--- src/rtl/clk_div_bank_pkg.sv ---
// Shared defaults and divide/phase helpers for the clock-enable generator bank.
package clk_div_bank_pkg;

  localparam int unsigned W_DEF       = 8;
  localparam int unsigned DIV_RST_DEF = 10;

  // A programmed divide of 0 behaves exactly like a divide of 1.
  function automatic int unsigned eff_div(input int unsigned div);
    return (div == 0) ? 1 : div;
  endfunction

  // Start phase must land inside the period, otherwise the channel starts at 0.
  function automatic int unsigned clamp_phase(input int unsigned ph, input int unsigned div);
    return (ph < eff_div(div)) ? ph : 0;
  endfunction

endpackage

--- src/rtl/clk_div_chan.sv ---
// One divider channel: active/shadow settings, period counter, and registered
// enable/tick outputs. Shadow settings move to active only at a period boundary.
module clk_div_chan
  import clk_div_bank_pkg::*;
#(
  parameter int unsigned W       = W_DEF,
  parameter int unsigned DIV_RST = DIV_RST_DEF
) (
  input  logic         clk,
  input  logic         rstn,
  input  logic         en_i,
  input  logic         wr_i,
  input  logic [W-1:0] div_i,
  input  logic [W-1:0] hi_i,
  input  logic [W-1:0] ph_i,
  output logic         clk_en_o,
  output logic         tick_o,
  output logic         pend_o
);

  logic [W-1:0] div_a_q, hi_a_q, ph_a_q, div_s_q, hi_s_q, ph_s_q, count_q;
  logic [W-1:0] div_a_d, hi_a_d, ph_a_d, div_s_d, hi_s_d, ph_s_d, count_d;
  logic         pend_q, clk_en_q, tick_q;
  logic         pend_d, clk_en_d, tick_d;
  logic         wrap, apply;

  always_comb begin
    // NOTE: every next-state signal gets its hold value first, so no path can infer a latch.
    div_a_d  = div_a_q;
    hi_a_d   = hi_a_q;
    ph_a_d   = ph_a_q;
    div_s_d  = div_s_q;
    hi_s_d   = hi_s_q;
    ph_s_d   = ph_s_q;
    count_d  = count_q;
    pend_d   = pend_q;
    clk_en_d = 1'b0;
    tick_d   = 1'b0;

    wrap  = (32'(count_q) == eff_div(32'(div_a_q)) - 32'd1);
    apply = !en_i || wrap;

    if (apply) begin
      div_a_d = div_s_q;
      hi_a_d  = hi_s_q;
      ph_a_d  = ph_s_q;
      pend_d  = 1'b0;
    end

    // A write on an apply edge lands after the old shadow has been consumed.
    if (wr_i) begin
      div_s_d = div_i;
      hi_s_d  = hi_i;
      ph_s_d  = ph_i;
      pend_d  = 1'b1;
    end

    if (!en_i) begin
      count_d = W'(clamp_phase(32'(ph_s_q), 32'(div_s_q)));
    end else begin
      clk_en_d = (count_q < hi_a_q);
      tick_d   = (count_q == '0);
      count_d  = wrap ? '0 : count_q + 1'b1;
    end
  end

  // NOTE: reset is synchronous, so it is tested inside the clocked branch and not in the sensitivity list.
  always_ff @(posedge clk) begin
    if (!rstn) begin
      div_a_q  <= W'(DIV_RST);
      hi_a_q   <= W'(DIV_RST / 2);
      ph_a_q   <= '0;
      div_s_q  <= W'(DIV_RST);
      hi_s_q   <= W'(DIV_RST / 2);
      ph_s_q   <= '0;
      count_q  <= '0;
      pend_q   <= 1'b0;
      clk_en_q <= 1'b0;
      tick_q   <= 1'b0;
    end else begin
      div_a_q  <= div_a_d;
      hi_a_q   <= hi_a_d;
      ph_a_q   <= ph_a_d;
      div_s_q  <= div_s_d;
      hi_s_q   <= hi_s_d;
      ph_s_q   <= ph_s_d;
      count_q  <= count_d;
      pend_q   <= pend_d;
      clk_en_q <= clk_en_d;
      tick_q   <= tick_d;
    end
  end

  assign clk_en_o = clk_en_q;
  assign tick_o   = tick_q;
  assign pend_o   = pend_q;

endmodule

--- src/rtl/clk_div_bank.sv ---
// Bank of independent clock-enable channels sharing one config write port.
module clk_div_bank
  import clk_div_bank_pkg::*;
#(
  parameter int unsigned N_CH    = 4,
  parameter int unsigned W       = W_DEF,
  parameter int unsigned DIV_RST = DIV_RST_DEF,
  parameter int unsigned CH_W    = 2
) (
  input  logic            clk,
  input  logic            rstn,
  input  logic [N_CH-1:0] ch_en,
  input  logic            cfg_wr,
  input  logic [CH_W-1:0] cfg_ch,
  input  logic [W-1:0]    cfg_div,
  input  logic [W-1:0]    cfg_hi,
  input  logic [W-1:0]    cfg_phase,
  output logic [N_CH-1:0] clk_en,
  output logic [N_CH-1:0] tick,
  output logic [N_CH-1:0] pend
);

  logic [N_CH-1:0] wr_sel;

  for (genvar i = 0; i < N_CH; i++) begin : g_ch
    // Out-of-range channel indices match no channel, so those writes vanish.
    assign wr_sel[i] = cfg_wr && (32'(cfg_ch) == i);

    clk_div_chan #(
      .W       (W),
      .DIV_RST (DIV_RST)
    ) u_chan (
      .clk      (clk),
      .rstn     (rstn),
      .en_i     (ch_en[i]),
      .wr_i     (wr_sel[i]),
      .div_i    (cfg_div),
      .hi_i     (cfg_hi),
      .ph_i     (cfg_phase),
      .clk_en_o (clk_en[i]),
      .tick_o   (tick[i]),
      .pend_o   (pend[i])
    );
  end

endmodule

--- config.mk ---
export PLATFORM = sky130hd
export DESIGN_NAME = clk_div_bank
export DESIGN_NICKNAME = d
export VERILOG_FILES = /design/src/rtl/clk_div_bank_pkg.sv /design/src/rtl/clk_div_chan.sv /design/src/rtl/clk_div_bank.sv
export SDC_FILE = /design/constraint.sdc
export NUM_CORES = 1
export LEC_CHECK = 0
export ABC_AREA = 1
export CORE_AREA = 2 2 146 148
export DETAILED_ROUTE_END_ITERATION = 6
export DIE_AREA = 0 0 148 150
export PLACE_DENSITY = 0.69
export SYNTH_ARGS = -nofsm -noshare
export SYNTH_HDL_FRONTEND = slang
export SYNTH_HIERARCHICAL = 1
export SYNTH_SLANG_ARGS = --single-unit
--- constraint.sdc ---
create_clock -name clk -period 3.1 [get_ports clk]
set_input_delay 0.62 -clock clk [delete_from_list [all_inputs] [get_ports clk]]
set_output_delay 0.62 -clock clk [all_outputs]
set_load 0.02 [all_outputs]
* Word-level counts from Yosys, hierarchy flattened
Cells that the tools add are included.
** Storage, ports and cells
- Register bits :: 204
- Memory bits (read-only) :: 0
- Memories kept :: 0
- Word-level logic and storage cells :: 120
- Latch bits :: 0
- Bits in writable memories :: 0
- Output and inout port bits :: 12
** Cells by class
- Add/subtract/negate cells :: 8
- Shifts and indexed selects :: 0
- Order comparisons :: 8
- Div/mod/pow operators :: 0
- Mux-type cells :: 28
- Multipliers :: 0
- Bitwise gates (word level) :: 0
- Equality and inequality tests :: 7
- Reduce and logical (&&, ||, !) cells :: 33
** Operator list (number)
- 8-bit two-way mux :: 20
- 8-bit by 32-bit equality test with 1-bit output :: 4
- 8-bit by 32-bit < comparator with 1-bit output :: 4
- 32-bit by 1-bit subtractor with 32-bit output (second input constant) :: 4
- 8-bit logical NOT :: 12
- 8-bit by 1-bit adder with 8-bit output (second input constant) :: 4
- 8-bit < comparator :: 4
- 1-bit two-way mux :: 8
- 2-bit AND reduction :: 4
- 2-bit nonzero test :: 4
- 2-bit equality test (second input constant) :: 2
- 1-bit logical AND :: 4
- 1-bit logical NOT :: 4
- 1-bit logical OR :: 4
- 2-bit by 1-bit equality test with 1-bit output (second input constant) :: 1
- 2-bit logical NOT :: 1

* Depth between registers and ports, before layout
Gate-level depths: netlist (run 1).
- Depth after elaboration :: 7
- Mapped depth :: 19

* Modules after synthesis
The synthesis (run 1) kept the hierarchy.
** Modules (own cells, without submodules)
- clk_div_chan :: area an instance 2766.4 um^2, sequential area each 1021.0 um^2, cells an instance 393, instances 4
- clk_div_bank :: area an instance 30.0 um^2, sequential area each 0.0 um^2, cells an instance 8, instances 1

* Worst setup path before layout (run 1)
OpenSTA, ideal clock, no wires.
- Path kind :: register -> register
- From :: register g_ch[0].u_chan.div_a_q[2]
- To :: register g_ch[0].u_chan.div_a_q[0]
- Setup slack :: 0.945 ns
- Arrival :: 2.041 ns
- Buffers on the path :: 2
- Clock period less this slack :: 2.155 ns
- Stages on the path, launching flop included :: 18
- Required time :: 2.987 ns
- Path through :: dfxtp_1 -> inv_2 -> nand2_1 -> nor2_2 -> nand2_4 -> nand2_2 -> inv_1 -> ha_1 -> nand2_1 -> nor2_1 -> nand2_1 -> xor2_1 -> nor2_1 -> nand3_2 -> buf_6 -> buf_6 -> a21oi_2 -> nor2_1
** On the way
- Longest elaborated chain between the ends :: 5
** Ends and longest elaborated chain
- from (decl) :: line clk_div_chan.sv:21 : logic [W-1:0] div_a_q, hi_a_q, ph_a_q, div_s_q, hi_s_q, ph_s_q, count_q;
- from (signal assigned) :: line clk_div_chan.sv:70 : div_a_q <= W'(DIV_RST);
- from (signal assigned) :: line clk_div_chan.sv:81 : div_a_q <= div_a_d;
- 8-bit logical NOT :: line clk_div_bank_pkg.sv:9 : return (div == 0) ? 1 : div;
- 8-bit two-way mux * :: line clk_div_bank_pkg.sv:9
- 32-bit by 1-bit subtractor with 32-bit output * :: line clk_div_chan.sv:40 : wrap = (32'(count_q) == eff_div(32'(div_a_q)) - 32'd1);
- 8-bit by 32-bit equality test with 1-bit output * :: line clk_div_chan.sv:40
- 1-bit logical OR * :: line clk_div_chan.sv:41 : apply = !en_i || wrap;
Mark *: on every way between the ends. The rest lies on a longest branch, timed or not.
A chain may end at the register's enable or synchronous reset.

* Final worst setup path (run 1)
- From :: register g_ch[2].u_chan.div_a_q[2]
- To :: register g_ch[2].u_chan.div_a_q[4]
** On the way
- Longest elaborated chain between the ends :: 5
** Ends and longest elaborated chain (line)
- from (decl) :: clk_div_chan.sv:21
- from (signal assigned) :: clk_div_chan.sv:70
- from (signal assigned) :: clk_div_chan.sv:81
- 8-bit logical NOT :: clk_div_bank_pkg.sv:9
- 8-bit two-way mux * :: clk_div_bank_pkg.sv:9
- 32-bit by 1-bit subtractor with 32-bit output * :: clk_div_chan.sv:40
- 8-bit by 32-bit equality test with 1-bit output * :: clk_div_chan.sv:40
- 1-bit logical OR * :: clk_div_chan.sv:41
Marks and branches as above.

==> run metrics, run 1 <==
status=finished with violations; failing checks=DRC; clk buf depth=3; clock-pin slew on the worst setup and hold paths=0.06 ns; RR Endpoint=g_ch[2].u_chan/div_a_q[4]$_SDFFE_PN0P_; Max Cap Viol=0; slew margin rel.=40.7%; Final Wtd Congestion=0.883; Congestion Overflow GR=0; fin cells=1896; Via density=5.36; dominant cell type by area after synthesis=dfxtp_1; CP delay by family, top=simple AND/OR/NAND/NOR gates; reg2reg path depth=18; antenna cells=0; RSZ-0062 raised after global routing=false; slowest stage cell, crit path=dfxtp_1; Clk Latency, worst-skew pair=0.51 ns; WP data required=3.55 ns; #FFs+latches synth=204; placed cells=1852; maximum VDD drop=0.000369 V; Static Leakage=5.89 nW; clk_skew=0.00664 ns; WL final=28.1 mm; Gate Count Post-Synth=1580; Hold EP=g_ch[3].u_chan/hi_s_q[2]$_SDFFE_PN1P_; layout cell share with drive strength beyond 1=7.46%; Post-DRT Antenna Nets=0; first-pass GRT wire length=45.5 mm; CP Launch Type=flip-flop; CTS resizes=0; xor-xnor portion of the synthesized cell area=3.79%; largest net degree at the start of global routing=50; Synth top area share=36.8%; Crit path arrival time=3.21 ns; Die W=148 um; Hold Path Depth=2; Setup Buffers After CTS=0; total clock buffers created by CTS=24; Syn-to-layout area delta=13.6%; Synth Area in Adders=7.67%; post-synthesis area per instance=7.02 um^2; Critical Path Sink Type=flip-flop; DR pass1 iterations=7; R2R setup slack=0.34 ns; CP most frequent cell=nand2_1; Final Hold Viols=0; Syn Nets=1681; synth warn=6; initial drt markers=694; Post-DP HPWL=19.9 mm; CTS sink cnt=204; HP Start=g_ch[3].u_chan/hi_s_q[2]$_SDFFE_PN1P_; Max Fclk=0.362 GHz; PwrDens=553 nW/um^2; row count=53; CP bufs+invs=3; Top-Level Pins=45; Period Utilization, post-route=89.0%; vias in the first global route=9260; number of H-tree levels=1; clock root cell=clkbuf_16; total die area=22200 um^2; Seq/Total Area, Yosys=36.8%; WL/cell=14.8 um; Max FO, Critical Path=19; setup TNS=0 ns; simple logic cell fraction of the synthesized area=27.0%; endpoints failing setup=0; worst slew pin tran=0.884 ns; GRT Total Usage=25.2%; number of I/O port buffers=44; kind of critical path=flip-flop to flip-flop; crit-path max cell delay=0.44 ns; Initial Util=53.6%; fin crit period=2.76 ns; Reg-to-Reg Start=g_ch[2].u_chan/div_a_q[2]$_SDFFE_PN0P_; hold crit path type=flip-flop to flip-flop; Die Ht=150 um; compound-gate portion of the synthesized area=14.1%; Min Hold Slack=0.456 ns; core area=20700 um^2; initial antenna violation count=0; post-cts hold buffer count=0; post-synthesis mux area share=0%; main combinational cell family by area after synthesis=simple AND/OR/NAND/NOR gates; mapped cell area=11100 um^2; Area contributors post-synth=dfxtp_1 37%, nand2_1 8.5%, nand3_1 8.1%; DRC viols=1; TritonCTS clock tree=yes; Layout fillers=1965; CP Launch Point=g_ch[2].u_chan/div_a_q[2]$_SDFFE_PN0P_; worst path cell trace=inv_2 > nand2_1 > nor2_2 > nand2_4 > nand2_2 > inv_1 > ha_1 > nand2_1 > nor2_1 > nand2_1 > nand3_1 > nand3b_1 > nor2_1 > nand3_2 > buf_4 > nand3_1 > nand2_1 > nor2_1; NumNets Final=1704; Slew Viols, Final=0; Yosys cell types=29; via total after detailed routing=10200
[area by class of cell]
type | instances | area, um^2 | share of cell area (%)
multi-input cells | 1090 | 5850 | 46.4
well taps | 275 | 344 | 2.73
clock buffers | 37 | 741 | 5.88
repair buffers | 69 | 643 | 5.10
flip-flops and latches | 204 | 4080 | 32.4
clock inverters | 7 | 140 | 1.11
inverters | 214 | 803 | 6.37
[logic make-up (layout without fill, tap and decap cells)]
kind of cell,Yosys count,in the layout
AOI/OAI and AO/OA,284,284
xor gates and xnor gates,48,48
adders and majority gates,68,68
buffers and inverters,286,327
DFF,204,204
and+or+nand+nor,690,690
[Yosys cell counts]
cell and number:
dfxtp_1 204, a211o_1 4, inv_2 4, nor2_2 8, buf_2 8, ha_1 68
nor4_1 4, a21oi_2 28, nand2_4 4, o21ai_0 96, a211oi_1 4, buf_6 12
a31oi_1 4, nand4_1 20, xor2_1 28, buf_1 4, nand2_2 4, xnor2_1 20
nand3_2 4, nand2_1 250, a21oi_1 144, inv_1 202, o21bai_1 4, nand3_1 180
clkinv_1 8, nor2_1 200, clkbuf_1 48, nand3b_1 8, nor3_1 8
[cell usage in the layout, fill, tap and decap left out, types with 20 or more instances in the layout]
cell type,Yosys,layout
nand2_1,250,250
dfxtp_1,204,204
inv_1,202,202
nor2_1,200,200
nand3_1,180,180
a21oi_1,144,144
o21ai_0,96,96
ha_1,68,68
clkdlybuf4s50_1,0,39
xor2_1,28,28
a21oi_2,28,28
clkbuf_16,0,25
buf_4,0,23
xnor2_1,20,20
nand4_1,20,20
[registers in the layout, summed over array words and instances, names as in the netlist]
signal                cells
g_ch.u_chan/ph_s_q       32
g_ch.u_chan/div_s_q      32
g_ch.u_chan/hi_a_q       32
g_ch.u_chan/count_q      32
g_ch.u_chan/tick_o        4
g_ch.u_chan/clk_en_o      4
g_ch.u_chan/pend_o        4
g_ch.u_chan/hi_s_q       32
g_ch.u_chan/div_a_q      32
[tightest hold or removal path: cells and delay by family (launching register included)]
family	cells	cell delay, ns
flip-flops	1	0.32
AND/OR/NAND/NOR	2	0.10
[worst max path at each step]
| stage | endpoint | cells after the start |
|---|---|---|
| floorplan | g_ch[0].u_chan/div_a_q[0]$_SDFFE_PN0P_ | 17 |
| global placement | g_ch[2].u_chan/div_a_q[2]$_SDFFE_PN0P_ | 17 |
| detailed placement | g_ch[3].u_chan/hi_a_q[1]$_SDFFE_PN0P_ | 17 |
| CTS | g_ch[3].u_chan/hi_a_q[1]$_SDFFE_PN0P_ | 17 |
| global route | g_ch[2].u_chan/div_a_q[4]$_SDFFE_PN0P_ | 18 |
| finish | g_ch[2].u_chan/div_a_q[4]$_SDFFE_PN0P_ | 18 |
[per-stage QoR]
stage / util, % / power [mW] / setup WS [ns] / instance area [um^2]
2_1_floorplan: - / 3.63 / 0.945 / 11100
5_1_grt: 60.9 / 7.28 / 0.0514 / 12600
4_1_cts: 60.9 / 7.01 / 0.302 / 12600
3_3_place_gp: 56.6 / 3.90 / 0.474 / 11700
3_5_place_dp: 56.6 / 3.92 / 0.356 / 11700
6_report: 60.9 / 6.97 / 0.340 / 12600
[routing by layer]
metal	track usage (%)	vias to the layer above	part of all wire, %
met5	0	-	0
met4	6.05	0	2.2
met3	3.05	49	5.0
met2	42.2	234	46
met1	34.6	4698	47
li1	-	5181	-
[power by group]
part / switching, mW / internal [mW] / total, mW
clock network: 1.11 / 1.97 / 3.09
registers: 0.114 / 2.77 / 2.89
logic: 0.610 / 0.381 / 0.992
total: 1.84 / 5.13 / 6.97
(Power assumes the default switching activity.)
==> inputs of run 2 (changes only) <==
CORE_AREA = 8 8 152 154   (was 2 2 146 148)
DIE_AREA = 0 0 160 162   (was 0 0 148 150)
==> run metrics, run 2 (synthesis results as in run 1) <==
total clock buffers created by CTS=23; Setup Buffers After CTS=0; R2R setup slack=0.45 ns; PwrDens=529 nW/um^2; WP data required=3.52 ns; Period Utilization, post-route=85.6%; met2 Use GR=35.1%; TritonCTS clock tree=yes; Post-DP HPWL=19.7 mm; fin crit period=2.65 ns; RSZ-0062 raised after global routing=false; number of I/O port buffers=44; via total after detailed routing=9995; status=finished clean; GRT Total Usage=21.2%; total die area=25900 um^2; most frequent standard cell in the layout excluding fill and tap cells=nand2_1; reg2reg path depth=16; RR Endpoint=g_ch[1].u_chan/div_a_q[7]$_SDFFE_PN0P_; clk_skew=0.0272 ns; Critical Path Sink Type=flip-flop; Die W=160 um; initial antenna violation count=0; placed inst area=11700 um^2; number of H-tree levels=1; clock root cell=clkbuf_16; row count=53; CTS sink cnt=204; CP Capture Point=g_ch[1].u_chan/div_a_q[7]$_SDFFE_PN0P_; hold crit path type=flip-flop to flip-flop; DR pass1 iterations=5; Congestion Overflow GR=0; Reg-to-Reg Start=g_ch[1].u_chan/div_a_q[2]$_SDFFE_PN0P_; maximum VDD drop=0.000397 V; grt peak-use layer=met2; Max Cap Viol=0; clock-pin slew on the worst setup and hold paths=0.06 ns; Max FO, Critical Path=19; placed cells=1853; vias in the first global route=9668; Crit path arrival time=3.07 ns; Initial Util=53.6%; Clk Latency, worst-skew pair=0.52 ns; slew margin rel.=37.0%; Syn-to-layout area delta=12.0%; fin cells=1890; met1 GRT Util=28.4%; WL/cell=14.7 um; Post-DRT Antenna Nets=0; setup TNS=0 ns; Via density=5.29; antenna cells=0; largest net degree at the start of global routing=52; design area=12400 um^2; Final Wtd Congestion=0.880; post-cts hold buffer count=0; Top-Level Pins=45; worst slew pin tran=0.940 ns; Hold Path Depth=2; Final Hold Viols=0; CTS resizes=0; clk buf depth=3; CP Launch Point=g_ch[1].u_chan/div_a_q[2]$_SDFFE_PN0P_; WL final=27.8 mm; first-pass GRT wire length=46.6 mm; layout cell share with drive strength beyond 1=7.37%; initial drt markers=759; Static Leakage=5.82 nW; Slew Viols, Final=0; kind of critical path=flip-flop to flip-flop; endpoints failing setup=0; NumNets Final=1704; GRT met3 Usage=2.96%; Die Ht=162 um; CP Launch Type=flip-flop; DRC viols=0; core area=20700 um^2; Max Fclk=0.377 GHz; HP Start=g_ch[2].u_chan/hi_s_q[0]$_SDFFE_PN1P_; most frequent cells in the layout=250 x nand2_1, 204 x dfxtp_1, 202 x inv_1, 200 x nor2_1, 180 x nand3_1
==> run 2: cell count changes in the layout (fill, tap and decap cells not counted), moves of 3 or more <==
cell	before	now
clkinv_2	1	4
buf_4	23	27
clkbuf_1	5	1
buf_12	3	0
==> run 2: final cells by class <==
cell class | instances | area, um^2
repair buffers | 70 | 613
well taps | 275 | 344
inverters | 214 | 803
clock inverters | 8 | 96.3
flip-flops and latches | 204 | 4080
clock buffers | 29 | 648
multi-input cells | 1090 | 5840
fillers | 2030 | 8260
==> run 2: worst min-delay path by stage <==
| stage | to | slack (ns) |
|---|---|---|
| 3_3_place_gp | g_ch[0].u_chan/hi_s_q[2]$_SDFFE_PN1P_ | 0.44 |
| 5_1_grt | g_ch[0].u_chan/hi_s_q[2]$_SDFFE_PN1P_ | 0.48 |
| 3_5_place_dp | g_ch[2].u_chan/hi_a_q[0]$_SDFFE_PN1P_ | 0.45 |
| 2_1_floorplan | g_ch[0].u_chan/hi_a_q[0]$_SDFFE_PN1P_ | 0.43 |
| 4_1_cts | g_ch[2].u_chan/hi_a_q[0]$_SDFFE_PN1P_ | 0.46 |
| 6_report | g_ch[2].u_chan/hi_s_q[0]$_SDFFE_PN1P_ | 0.46 |
==> run 2: critical path: stages, from the launching register on <==
cell	delay [ns]
dfxtp_1	0.45
inv_2	0.07
nand2_1	0.08
nor2_2	0.05
nand2_4	0.10
nand2_2	0.05
inv_1	0.05
ha_1	0.23
nand2_1	0.07
nor2_1	0.16
nand2_1	0.09
xor2_1	0.14
nor2_1	0.14
nand3_2	0.34
buf_4	0.32
a21oi_1	0.14
nor2_1	0.06
==> run 2: per-layer routing <==
layer / routed length (um) / up-vias
li1: - / 5164
met1: 13100 / 4582
met2: 12500 / 193
met3: 1340 / 56
met4: 748 / 0
met5: 0 / -
==> run 2: through the flow <==
stage	util (%)	hold WS [ns]	total power [mW]	worst slack [ns]
after floorplan	-	0.429	3.63	0.945
after global placement	56.5	0.442	3.89	0.535
after detailed placement	56.5	0.445	3.91	0.469
after CTS	60.1	0.461	6.62	0.461
after global routing	60.1	0.484	6.89	0.136
final	60.1	0.455	6.57	0.447
==> run 2: power breakdown <==
group	switching, mW	internal, mW	total [mW]
clock network	1.08	1.63	2.71
logic	0.599	0.377	0.976
registers	0.114	2.77	2.89
==> inputs of run 3 (changes only) <==
CORE_AREA = 2 2 146 148   (was 8 8 152 154)
DIE_AREA = 0 0 148 150   (was 0 0 160 162)
PLACE_DENSITY = 0.72   (was 0.69)
clock period = 2.15 ns   (was 3.1 ns; I/O delays follow)
==> run metrics, run 3 (synthesis results as in run 1) <==
Worst Slack Setup Final=-0.135 ns; Clk Latency, worst-skew pair=0.53 ns; worst path cell trace=nor2_4 > nand2_2 > inv_2 > nand2_4 > nand2_4 > inv_2 > ha_4 > xor2_1 > nand2_1 > nand2_1 > nand3b_1 > nor2_2 > nand3_4 > buf_12 > nand3_1 > a21oi_2; WL/cell=15.8 um; WL final=31.2 mm; hold crit path type=input pin to flip-flop; initial antenna violation count=0; via total after detailed routing=10700; vias in the first global route=9355; Via density=5.41; post-cts hold buffer count=0; WP data required=2.52 ns; GRT Total Usage=25.1%; DR pass1 iterations=5; antenna cells=0; layout cell share with drive strength beyond 1=23.9%; Final Wtd Congestion=0.877; Post-DRT Antenna Nets=0; Top-Level Pins=45; slowest stage cell, crit path=dfxtp_2; Slew Viols, Final=0; RSZ-0062 raised after global routing=true; initial drt markers=777; Die Ht=150 um; PwrDens=684 nW/um^2; total die area=22200 um^2; Post-DP HPWL=20.2 mm; NumNets Final=1794; slew margin rel.=52.5%; worst slew pin tran=0.713 ns; clock-pin slew on the worst setup and hold paths=0.06 ns; RR Endpoint=g_ch[3].u_chan/count_q[6]$_SDFF_PN0_; endpoints failing setup=98; kind of critical path=flip-flop to flip-flop; clk buf depth=3; Final Util=69.9%; number of I/O port buffers=44; number of H-tree levels=1; crit-path max cell delay=0.33 ns; CTS sink cnt=204; CP Capture Point=g_ch[3].u_chan/count_q[6]$_SDFF_PN0_; status=finished with violations; Initial Util=53.6%; TritonCTS clock tree=yes; Period Utilization, post-route=106%; most frequent cells in the layout=222 x nand2_1, 190 x inv_1, 185 x dfxtp_1, 182 x nor2_1, 104 x nand3_1; most frequent standard cell in the layout excluding fill and tap cells=nand2_1; failing checks=setup timing; Final Hold Viols=0; Max Fclk=0.438 GHz; Die W=148 um; Max Cap Viol=0; design area=14500 um^2; Syn-to-layout area delta=30.3%; Congestion Overflow GR=0; CP Launch Type=flip-flop; Critical Path Sink Type=flip-flop; DRC viols=0; clk_skew=0.0282 ns; Max FO, Critical Path=6; R2R setup slack=-0.13 ns; placed inst area=12200 um^2; Static Leakage=6.60 nW; Crit path arrival time=2.65 ns; reg2reg path depth=16; clock root cell=clkbuf_16; fin crit period=2.28 ns; core area=20700 um^2; first-pass GRT wire length=45.6 mm; Reg-to-Reg Start=g_ch[3].u_chan/div_a_q[4]$_SDFFE_PN0P_; row count=53; CP Launch Point=g_ch[3].u_chan/div_a_q[4]$_SDFFE_PN0P_; largest net degree at the start of global routing=38; total clock buffers created by CTS=23; maximum VDD drop=0.000675 V
[run 3: worst min path at each step]
| stage | start | to | slack [ns] | cells after the start |
|---|---|---|---|---|
| 2_1_floorplan | g_ch[0].u_chan/hi_s_q[0]$_SDFFE_PN1P_ | g_ch[0].u_chan/hi_a_q[0]$_SDFFE_PN1P_ | 0.43 | 2 |
| 6_report | rstn | g_ch[2].u_chan/div_a_q[1]$_SDFFE_PN1P_ | 0.33 | 2 |
| 3_3_place_gp | g_ch[3].u_chan/hi_s_q[0]$_SDFFE_PN1P_ | g_ch[3].u_chan/hi_a_q[0]$_SDFFE_PN1P_ | 0.44 | 2 |
| 4_1_cts | ch_en[1] | g_ch[1].u_chan/pend_o$_SDFFE_PN0P_ | 0.28 | 3 |
| 5_1_grt | rstn | g_ch[2].u_chan/div_a_q[1]$_SDFFE_PN1P_ | 0.34 | 2 |
| 3_5_place_dp | g_ch[3].u_chan/hi_s_q[0]$_SDFFE_PN1P_ | g_ch[3].u_chan/hi_s_q[0]$_SDFFE_PN1P_ | 0.44 | 2 |
[run 3: cell type report]
class	count	area, um^2
clock buffers	34	657
clock inverters	4	51.3
fillers	1684	6240
inverters	214	806
multi-input cells	1090	6900
flip-flops and latches	204	4110
well taps	275	344
repair buffers	160	1590
[run 3: what timing repair did]
item / in CTS / in global routing
setup buffers: 2 / 12
setup endpoints to repair: 92 / 100
gates cloned: 1 / 13
pin swaps: 4 / 84
resized for setup: 32 / 235
[run 3: worst max-delay path, delay by kind of cell, from the launching register on]
family	cells	cell delay [ns]
AND/OR/NAND/NOR	10	1.09
buffers and inverters	3	0.34
flip-flops	1	0.33
adder cells (fa/ha/maj)	1	0.17
XOR/XNOR	1	0.14
AO/OA/AOI/OAI	1	0.08
[run 3: power breakdown]
| part | internal, mW | switching, mW |
|---|---|---|
| logic | 0.839 | 1.11 |
| clock network | 2.22 | 1.55 |
| registers | 4.00 | 0.165 |
[run 3: stage by stage]
stage	hold slack (ns)	total power, mW	std cells	worst slack [ns]	TNS, ns
after CTS	0.285	9.55	1956	0.00269	0
after floorplan	0.429	5.24	1580	0.0335	0
after global placement	0.441	5.73	1915	-0.0421	-0.175
final	0.330	9.89	1981	-0.135	-5.38
after detailed placement	0.445	5.76	1915	-0.101	-3.15
after global routing	0.341	10.3	1981	-0.255	-17.32
[run 3: routing by layer]
metal	vias up	wire [um]	GRT usage (%)
li1	5359	-	-
met1	5035	13700	34.1
met2	263	15200	42.3
met3	51	1460	2.93
met4	0	843	6.90
met5	-	0	0
